[src/rtl/keycode_repeat_mapper.sv]
// Keycode repeat mapper.
// Scans NUM_KEYS HID keycode slots and picks the lowest-index recognised key.
// The key is decoded to cursor/edit action codes, which are emitted as
// one-cycle event pulses.
// A press event is followed by typematic auto-repeat events.
module keycode_repeat_mapper #(
  parameter int NUM_KEYS      = 2,
  parameter int REPEAT_EN     = 1,
  parameter int REPEAT_DELAY  = 25_000_000,
  parameter int REPEAT_PERIOD = 5_000_000
) (
  input  logic                    clk,
  input  logic                    Reset,
  input  logic [8*NUM_KEYS-1:0]   keycodes,
  output logic [2:0]              user_cursor,
  output logic [1:0]              user_edit,
  output logic                    event_valid
);

  localparam int MAX_CNT = (REPEAT_DELAY > REPEAT_PERIOD) ? REPEAT_DELAY : REPEAT_PERIOD;
  localparam int CW      = $clog2(MAX_CNT + 1);
  localparam logic [CW-1:0] DELAY_LAST  = CW'(REPEAT_DELAY - 1);
  localparam logic [CW-1:0] PERIOD_LAST = CW'(REPEAT_PERIOD - 1);
  localparam logic [7:0]    KEY_NONE    = 8'h00;
  localparam logic [7:0]    KEY_DELETE  = 8'h13;

  typedef enum logic [1:0] {
    IDLE   = 2'd0,
    DELAY  = 2'd1,
    REPEAT = 2'd2
  } state_t;

  // Map a HID keycode to {cursor[2:0], edit[1:0]}; all-zero means unrecognised.
  function automatic logic [4:0] decode_key(input logic [7:0] code);
    logic [4:0] act;
    case (code)
      8'h1A:   act = {3'b011, 2'b00};  // up
      8'h04:   act = {3'b001, 2'b00};  // left
      8'h16:   act = {3'b100, 2'b00};  // down
      8'h07:   act = {3'b010, 2'b00};  // right
      8'h0C:   act = {3'b000, 2'b01};  // increment
      8'h0E:   act = {3'b000, 2'b10};  // decrement
      8'h13:   act = {3'b000, 2'b11};  // delete
      default: act = 5'b00000;
    endcase
    return act;
  endfunction

  state_t          state_r;
  logic [CW-1:0]   count_r;
  logic [7:0]      latched_r;
  logic [7:0]      active_key_s;
  logic [4:0]      active_dec_s;
  logic            repeat_ok_s;
  logic [CW-1:0]   term_s;

  // Select the lowest-index slot holding a recognised keycode.
  always_comb begin
    active_key_s = KEY_NONE;
    for (int i = NUM_KEYS - 1; i >= 0; i--) begin
      if (decode_key(keycodes[8*i +: 8]) != 5'b00000) begin
        active_key_s = keycodes[8*i +: 8];
      end else begin
        active_key_s = active_key_s;
      end
    end
  end

  // Decode the active key and derive the repeat qualifiers for this state.
  always_comb begin
    active_dec_s = decode_key(active_key_s);
    repeat_ok_s  = (REPEAT_EN != 0) && (active_key_s != KEY_DELETE);
    if (state_r == REPEAT) begin
      term_s = PERIOD_LAST;
    end else begin
      term_s = DELAY_LAST;
    end
  end

  // Press/repeat FSM with registered event outputs.
  always_ff @(posedge clk) begin
    if (Reset) begin
      state_r     <= IDLE;
      count_r     <= '0;
      latched_r   <= KEY_NONE;
      user_cursor <= 3'b000;
      user_edit   <= 2'b00;
      event_valid <= 1'b0;
    end else begin
      user_cursor <= 3'b000;
      user_edit   <= 2'b00;
      event_valid <= 1'b0;
      case (state_r)
        IDLE: begin
          if (active_key_s != KEY_NONE) begin
            {user_cursor, user_edit} <= active_dec_s;
            event_valid <= 1'b1;
            latched_r   <= active_key_s;
            count_r     <= '0;
            state_r     <= DELAY;
          end else begin
            state_r     <= IDLE;
          end
        end
        DELAY, REPEAT: begin
          if (active_key_s == KEY_NONE) begin
            latched_r <= KEY_NONE;
            count_r   <= '0;
            state_r   <= IDLE;
          end else if (active_key_s != latched_r) begin
            // A different key (even with no gap cycle) is a fresh press.
            {user_cursor, user_edit} <= active_dec_s;
            event_valid <= 1'b1;
            latched_r   <= active_key_s;
            count_r     <= '0;
            state_r     <= DELAY;
          end else if (!repeat_ok_s) begin
            // Delete, or repeat disabled: sit here with the counter frozen.
            count_r <= count_r;
          end else if (count_r == term_s) begin
            {user_cursor, user_edit} <= active_dec_s;
            event_valid <= 1'b1;
            count_r     <= '0;
            state_r     <= REPEAT;
          end else begin
            count_r <= count_r + CW'(1);
          end
        end
        default: begin
          state_r   <= IDLE;
          count_r   <= '0;
          latched_r <= KEY_NONE;
        end
      endcase
    end
  end

endmodule

[config.mk]
export PLATFORM = sky130hd
export DESIGN_NAME = keycode_repeat_mapper
export DESIGN_NICKNAME = d
export VERILOG_FILES = /design/src/rtl/keycode_repeat_mapper.sv
export SDC_FILE = /design/constraint.sdc
export NUM_CORES = 1
export LEC_CHECK = 0
export ABC_AREA = 0
export BUFFER_PORTS_ARGS = -buffer_cell sky130_fd_sc_hd__buf_2
export CAP_MARGIN = 20
export CELL_PAD_IN_SITES_DETAIL_PLACEMENT = 0
export CELL_PAD_IN_SITES_GLOBAL_PLACEMENT = 1
export CORE_UTILIZATION = 25
export DETAILED_ROUTE_END_ITERATION = 10
export PLACE_DENSITY = 0.56
export SLEW_MARGIN = 30
export SYNTH_ARGS = -nofsm -noshare
export SYNTH_HDL_FRONTEND = slang
export SYNTH_SLANG_ARGS = --single-unit
[constraint.sdc]
create_clock -name clk -period 2.6 [get_ports clk]
set_input_delay 0.52 -clock clk [delete_from_list [all_inputs] [get_ports clk]]
set_output_delay 0.52 -clock clk [all_outputs]
set_load 0.01 [all_outputs]
==> flow_summary.yaml, run 1 <==
run_status:
  status: "finished clean"
finish:
  finish.net_count: 513
  area_delta_synth_final_pct: 34.0
  final_cell_count_no_fill: 664
  antenna-diode-count: 0
  post_route_cells_drive_above_1_share_pct: 28.3
  commonest_non_fill_non_tap_cell_in_the_layout: "sky130_fd_sc_hd__buf_4"
  layout_common_cells: "66 x sky130_fd_sc_hd__buf_4, 41 x sky130_fd_sc_hd__dfxtp_1, 38 x sky130_fd_sc_hd__nand2_1, 35 x sky130_fd_sc_hd__inv_1, 21 x sky130_fd_sc_hd__buf_2"
placed_design:
  placer_s_final_routability_congestion_estimate: 0.775
  dp.final_hpwl_um: 7640
  numPortBuffers: 23
  dpl.cell_count: 646
  place_ws_ps: -330
yosys:
  dominant_combinational_cell_family_by_area_after_synthesis: "compound AO/OA/AOI/OAI gates"
  yosys.area_share.xor_xnor_pct: 4.52
  synth-simple-area-share_pct: 26.1
  ys_ff_latch: 41
  ys.warnings.count: 0
  synth.lib_cells_used.distinct: 74
  synth_edf_count: 0
  syn-cell-area_mm2: 0.00329
  post_synth_inst_count: 413
  synth-compound-area-share_pct: 31.1
  postSynth.asyncResetShare_pct: 0
  post_synth_fa_ha_maj_area_fraction_pct: 1.52
  postSynth.topFlopCell: "sky130_fd_sc_hd__dfxtp_1"
  post_synthesis_mux_area_share_pct: 2.43
  synth_seq_area_share_pct: 24.9
  synthesis.area_per_instance_um2: 7.98
  postSynthNetCount: 435
detailed_routing:
  drtAntennaViolNets: 0
  totalWireLength_um: 10400
  drtPass1Iterations: 4
  route.detailed.drc: 0
  post_drt_via_cell_ratio: 5.12
  num_vias: 3400
  detail_route.wl_per_cell_um: 15.7
  initialDrtViolationCount: 174
critical_path:
  cp.required_ps: 2770
  critical-path-top-delay-family: "buffers and inverters"
  critical_path_cell_count: 12
  criticalPathCategory: "in -> reg"
  critical_path.max_stage_delay_ps: 400
  critPathLaunchType: "input port"
  critical-path-top-cell-by-count: "sky130_fd_sc_hd__buf_4"
  crit_slowest_cell: "sky130_fd_sc_hd__or3_4"
  cp_max_fo: 9
  arrival_ps: 2750
  r2r_depth: 8
  endpoint_type_of_the_worst_setup_path: "flop"
  cp_cell_sequence: "buf_8 -> or3_4 -> nor4_4 -> buf_4 -> a211oi_4 -> buf_4 -> o2111a_2 -> buf_4 -> a32oi_4 -> buf_12 -> clkbuf_16 -> o21ai_0"
  worstPathBufferInverterCount: 6
die:
  initial_core_util_pct: 25.9
  io_pins: 24
  design.core.area_mm2: 0.0127
  die_height_um: 117
  total_die_area_mm2: 0.0136
  die_width_um: 117
  core.rowCount: 41
grt:
  grt_start_max_net_pins: 22
  grt_pass1_wl_um: 16400
  grt_pass1_vias: 3171
  grt.overflow.total: 0
  grt.total_usage_pct: 15.4
  antenna_violations_before_repair: 0
sta:
  slew_violations: 0
  timing.hold.ws_ps: 482
  final.setup.worst_slack_ps: 19.8
  finalSetupViolations: 0
  period_minus_slack_ps: 2580
  tightest_slew_ps: 617
  worst_slew_margin_rel_pct: 58.6
  fmax_mhz: 388
  final_hold_violations: 0
  layout_worst_path_cycle_share_pct: 99.2
  clock-skew-final_ps: 4.16
  unrepaired_setup_endpoints_after_global_routing: "yes"
power_and_ir_drop:
  static-leakage-power_nw: 1.55
  power_density_mw_per_mm2: 374
  vdd_drop_max_uv: 231
cts:
  ctsRootBufferMaster: "sky130_fd_sc_hd__clkbuf_16"
  clkSinkCount: 41
  holdBufCountCts: 0
  clk_path_buf_depth: 2
  cts.reportedPaths.clkPinSlew_ps: 60
  worst_skew_pair.late_latency_ps: 290
  htree_levels: 2
  number_of_buffers_created_by_cts: 5
  tritoncts_clock_tree: "built"
hold_path:
  hold_path_depth: 1
  min-delay-path-class: "reg -> reg"
run:
  maxCapViolations: 0
-- metal layers --
| metal | share of wire [%] | vias to the layer above | track usage (%) |
|---|---|---|---|
| met5 | 0 | - | 0 |
| met2 | 45 | 54 | 24.8 |
| li1 | - | 1734 | - |
| met3 | 3.5 | 6 | 2.52 |
| met1 | 50 | 1606 | 21.8 |
| met4 | 0.62 | 0 | 2.87 |
-- registers in the layout (all words and copies together) (netlist names) --
name	count
user_cursor	3
count_r	25
state_r	2
user_edit	2
latched_r	8
event_valid	1
-- timing repair --
item,CTS,global route
endpoints found under the setup margin,14,41
endpoints found under the hold margin,0,0
gates resized for setup,1,20
setup buffers,0,8
gates cloned,0,2
pin swaps,0,9
-- per-stage QoR --
stage / TNS, ps / area, um^2 / util, % / power, mW
after global placement: -10120 / 4040 / 31.7 / 0.878
after CTS: -1.34 / 4210 / 33.1 / 1.63
after detailed placement: -11380 / 4040 / 31.7 / 0.881
after global routing: -1120 / 4420 / 34.7 / 1.72
final: 0 / 4420 / 34.7 / 1.65
after floorplan: 0 / 3300 / - / 0.782
-- cell type report --
cell class | instances | area, um^2
Inverter | 35 | 131
Tap cell | 172 | 215
Timing Repair Buffer | 102 | 862
Sequential cell | 41 | 821
Clock inverter | 1 | 30.0
Multi-Input combinational cell | 306 | 2210
Clock buffer | 7 | 143
Fill cell | 1389 | 8310
-- Yosys cell counts, drive strengths merged (4+ instances only) --
| cell | number | share of area [%] |
|---|---|---|
| nor4 | 12 | 3.1 |
| a2111oi | 9 | 2.4 |
| o211ai | 4 | 1.1 |
| nand4bb | 5 | 1.7 |
| a31oi | 4 | 1.2 |
| a21oi | 19 | 2.9 |
| buf | 25 | 4.8 |
| o22ai | 5 | 0.95 |
| ha | 4 | 1.5 |
| nand2 | 38 | 4.3 |
| nor2 | 13 | 1.5 |
| nand2b | 4 | 0.76 |
| inv | 35 | 4.0 |
| nand4 | 6 | 1.1 |
| a211oi | 19 | 4.6 |
| clkbuf | 6 | 0.68 |
| or3 | 9 | 1.9 |
| nor3b | 4 | 1.4 |
| nand3 | 16 | 2.4 |
| mux2i | 8 | 2.4 |
| dfxtp | 41 | 25 |
| nor2b | 4 | 0.76 |
| and2 | 8 | 1.5 |
| xnor2 | 11 | 3.5 |
| o2111ai | 20 | 5.3 |
| nor3 | 9 | 1.4 |
| o21ai | 29 | 4.5 |
-- power breakdown --
group / switching [mW] / internal [mW] / leakage, nW
Sequential: 0.000977 / 0.629 / 0.330
Clock: 0.264 / 0.480 / 0.0841
Combinational: 0.142 / 0.135 / 1.13
Total: 0.408 / 1.24 / 1.55
-- worst reg2reg max path, cell delays in order, from the launching register on --
cell,delay [ps]
sky130_fd_sc_hd__dfxtp_1,340
sky130_fd_sc_hd__ha_1,190
sky130_fd_sc_hd__nand2_1,80
sky130_fd_sc_hd__or4_1,590
sky130_fd_sc_hd__or3_1,360
sky130_fd_sc_hd__nor4_1,400
sky130_fd_sc_hd__and3_1,240
sky130_fd_sc_hd__xnor2_1,130
sky130_fd_sc_hd__o22ai_1,80
-- path summary, 6_finish.rpt --
kind / startpoint / end / slack, ps
max: keycodes[6] / count_r[22] / 20
min: latched_r[5] / latched_r[5] / 480
max reg2reg: count_r[0] / count_r[24] / 100
min reg2reg: latched_r[5] / latched_r[5] / 480
-- cell families after synthesis --
| logic type | Yosys count |
|---|---|
| adder cells (fa/ha/maj) | 4 |
| buffers and inverters | 66 |
| AO/OA/AOI/OAI | 134 |
| multiplexers | 8 |
| XOR/XNOR | 14 |
| flip-flops | 41 |
| AND/OR/NAND/NOR | 146 |
Power figures use the tool's default switching activity.
==> run 2, diff against run 1 <==
- CELL_PAD_IN_SITES_DETAIL_PLACEMENT: 0 -> not set
- CELL_PAD_IN_SITES_GLOBAL_PLACEMENT: 1 -> not set
- CTS_BUF_LIST: not set -> sky130_fd_sc_hd__clkbuf_16
- PLACE_DENSITY: 0.56 -> 0.46
==> flow_summary.yaml, run 2 (same netlist as run 1, synthesis figures left out) <==
grt:
  antenna_violations_before_repair: 0
  grt.total_usage_pct: 15.1
  grt_pass1_wl_um: 16300
  grt_start_max_net_pins: 22
  grt_pass1_vias: 3305
  grt.overflow.total: 0
critical_path:
  cp_cell_sequence: "buf_2 -> or4b_4 -> or3_1 -> o21ai_2 -> nor4_4 -> o2111a_2 -> buf_6 -> a41oi_4 -> mux2i_1"
  criticalPathCategory: "in -> reg"
  worstPathBufferInverterCount: 2
  endpoint_type_of_the_worst_setup_path: "flop"
  crit_slowest_cell: "sky130_fd_sc_hd__or4b_4"
  critPathLaunch: "keycodes[5]"
  cp_max_fo: 8
  arrival_ps: 2810
  critical_path.max_stage_delay_ps: 590
  cp.required_ps: 2820
  critical-path-top-delay-family: "simple AND/OR/NAND/NOR gates"
  crit-reg2reg-launch: "count_r[0]"
  critPathLaunchType: "input port"
placed_design:
  area_after_dpl_mm2: 0.00396
  numPortBuffers: 23
  dpl.cell_count: 642
  placer_s_final_routability_congestion_estimate: 0.834
  place_ws_ps: -377
  dp.final_hpwl_um: 7380
power_and_ir_drop:
  p_clk_share_pct: 49.0
  static-leakage-power_nw: 1.50
  comb_power_share_pct: 14.1
  vdd_drop_max_uv: 247
  power_density_mw_per_mm2: 392
  switching_share_of_power_pct: 24.5
  power_switching_uw: 419
  power.internal_mw: 1.29
  post-layout-total-power_mw: 1.71
  sequential_share_of_power_pct: 36.9
die:
  die_height_um: 117
  design.core.area_mm2: 0.0127
  initial_core_util_pct: 25.9
  io_pins: 24
  total_die_area_mm2: 0.0136
  die_width_um: 117
  core.rowCount: 41
sta:
  unrepaired_setup_endpoints_after_global_routing: "yes"
  totalNegativeSetupSlack_ps: 0
  fmax_mhz: 386
  period_minus_slack_ps: 2590
  tightest_slew_ps: 648
  clock-skew-final_ps: 4.76
  final.setup.worst_slack_ps: 8.62
  final_hold_violations: 0
  slew_violations: 0
  timing.hold.ws_ps: 484
  finalSetupViolations: 0
  layout_worst_path_cycle_share_pct: 99.7
  worst_slew_margin_rel_pct: 56.5
cts:
  htree_levels: 2
  number_of_buffers_created_by_cts: 5
  holdBufCountCts: 0
  clk_path_buf_depth: 2
  ctsRootBufferMaster: "sky130_fd_sc_hd__clkbuf_16"
  tritoncts_clock_tree: "built"
  worst_skew_pair.late_latency_ps: 290
  clkSinkCount: 41
  cts.reportedPaths.clkPinSlew_ps: 60
finish:
  antenna-diode-count: 0
  area_delta_synth_final_pct: 32.1
  post_route_cells_drive_above_1_share_pct: 28.2
  number_of_flip_flops_in_the_largest_register: 25
  final_cell_count_no_fill: 655
  register_ranked_first_by_flip_flop_count: "count_r"
  finish.net_count: 504
  biggestRegsByFlops: "count_r: 25 flops, latched_r: 8 flops, user_cursor: 3 flops"
  design_area_mm2: 0.00435
  layout_common_cells: "61 x sky130_fd_sc_hd__buf_4, 41 x sky130_fd_sc_hd__dfxtp_1, 38 x sky130_fd_sc_hd__nand2_1, 35 x sky130_fd_sc_hd__inv_1, 21 x sky130_fd_sc_hd__buf_2"
  commonest_non_fill_non_tap_cell_in_the_layout: "sky130_fd_sc_hd__buf_4"
  post-route-util_pct: 34.2
run:
  maxCapViolations: 0
detailed_routing:
  initialDrtViolationCount: 282
  totalWireLength_um: 10100
  drtAntennaViolNets: 0
  drtPass1Iterations: 4
  num_vias: 3383
  detail_route.wl_per_cell_um: 15.4
  post_drt_via_cell_ratio: 5.16
  route.detailed.drc: 0
hold_path:
  min-delay-path-class: "reg -> reg"
  startpoint_of_the_lowest_slack_hold_path: "latched_r[7]"
run_status:
  status: "finished clean"
## run 2: changes by cell type in the layout (fill, tap and decap cells not counted), moves of 3 or more
cell                      change
sky130_fd_sc_hd__o22ai_2      +4
sky130_fd_sc_hd__o22ai_1      -4
sky130_fd_sc_hd__buf_12       -5
sky130_fd_sc_hd__buf_4        -5
sky130_fd_sc_hd__buf_6        +3
## run 2: worst paths after layout
check | to | slack, ps | cells after the start
setup / recovery | latched_r[1] | 9 | 9
hold / removal | latched_r[7] | 480 | 1
setup reg to reg | count_r[24] | 130 | 8
hold reg to reg | latched_r[7] | 480 | 1
## run 2: worst reg2reg max path, cell delays in order (launching register included)
cell	delay, ps
sky130_fd_sc_hd__dfxtp_1	350
sky130_fd_sc_hd__ha_1	180
sky130_fd_sc_hd__nand2_1	70
sky130_fd_sc_hd__or4_1	570
sky130_fd_sc_hd__or3_1	390
sky130_fd_sc_hd__nor4_2	310
sky130_fd_sc_hd__and3_1	230
sky130_fd_sc_hd__xnor2_1	150
sky130_fd_sc_hd__o22ai_2	100
## run 2: layout make-up
cell class,count,area (um^2)
clock buffers,5,125
clock inverters,3,68.8
fillers,1373,8370
inverters,35,131
multi-input cells,306,2270
flip-flops and latches,41,821
well taps,172,215
repair buffers,93,718
## run 2: what timing repair did
| item | CTS | global route |
|---|---|---|
| endpoints found under the hold margin | 0 | 0 |
| gates cloned | 0 | 1 |
| resized for setup | 1 | 28 |
| pin swaps | 1 | 14 |
| setup buffers | 1 | 3 |
| endpoints found under the setup margin | 41 | 41 |
## run 2: metal layers
| layer | up-vias | global-route usage, % | part of all wire [%] |
|---|---|---|---|
| li1 | 1710 | - | - |
| met1 | 1593 | 20.6 | 50 |
| met2 | 72 | 25.0 | 45 |
| met3 | 8 | 2.83 | 4.1 |
| met4 | 0 | 2.95 | 0.86 |
| met5 | - | 0 | 0 |
## run 2: power groups by stage
stage | clock network (mW) | logic [mW] | registers, mW
detailed placement | 0 | 0.216 | 0.644
global placement | 0 | 0.214 | 0.644
finish | 0.836 | 0.241 | 0.630
CTS | 0.851 | 0.218 | 0.630
floorplan | 0 | 0.138 | 0.644
global route | 0.886 | 0.261 | 0.629
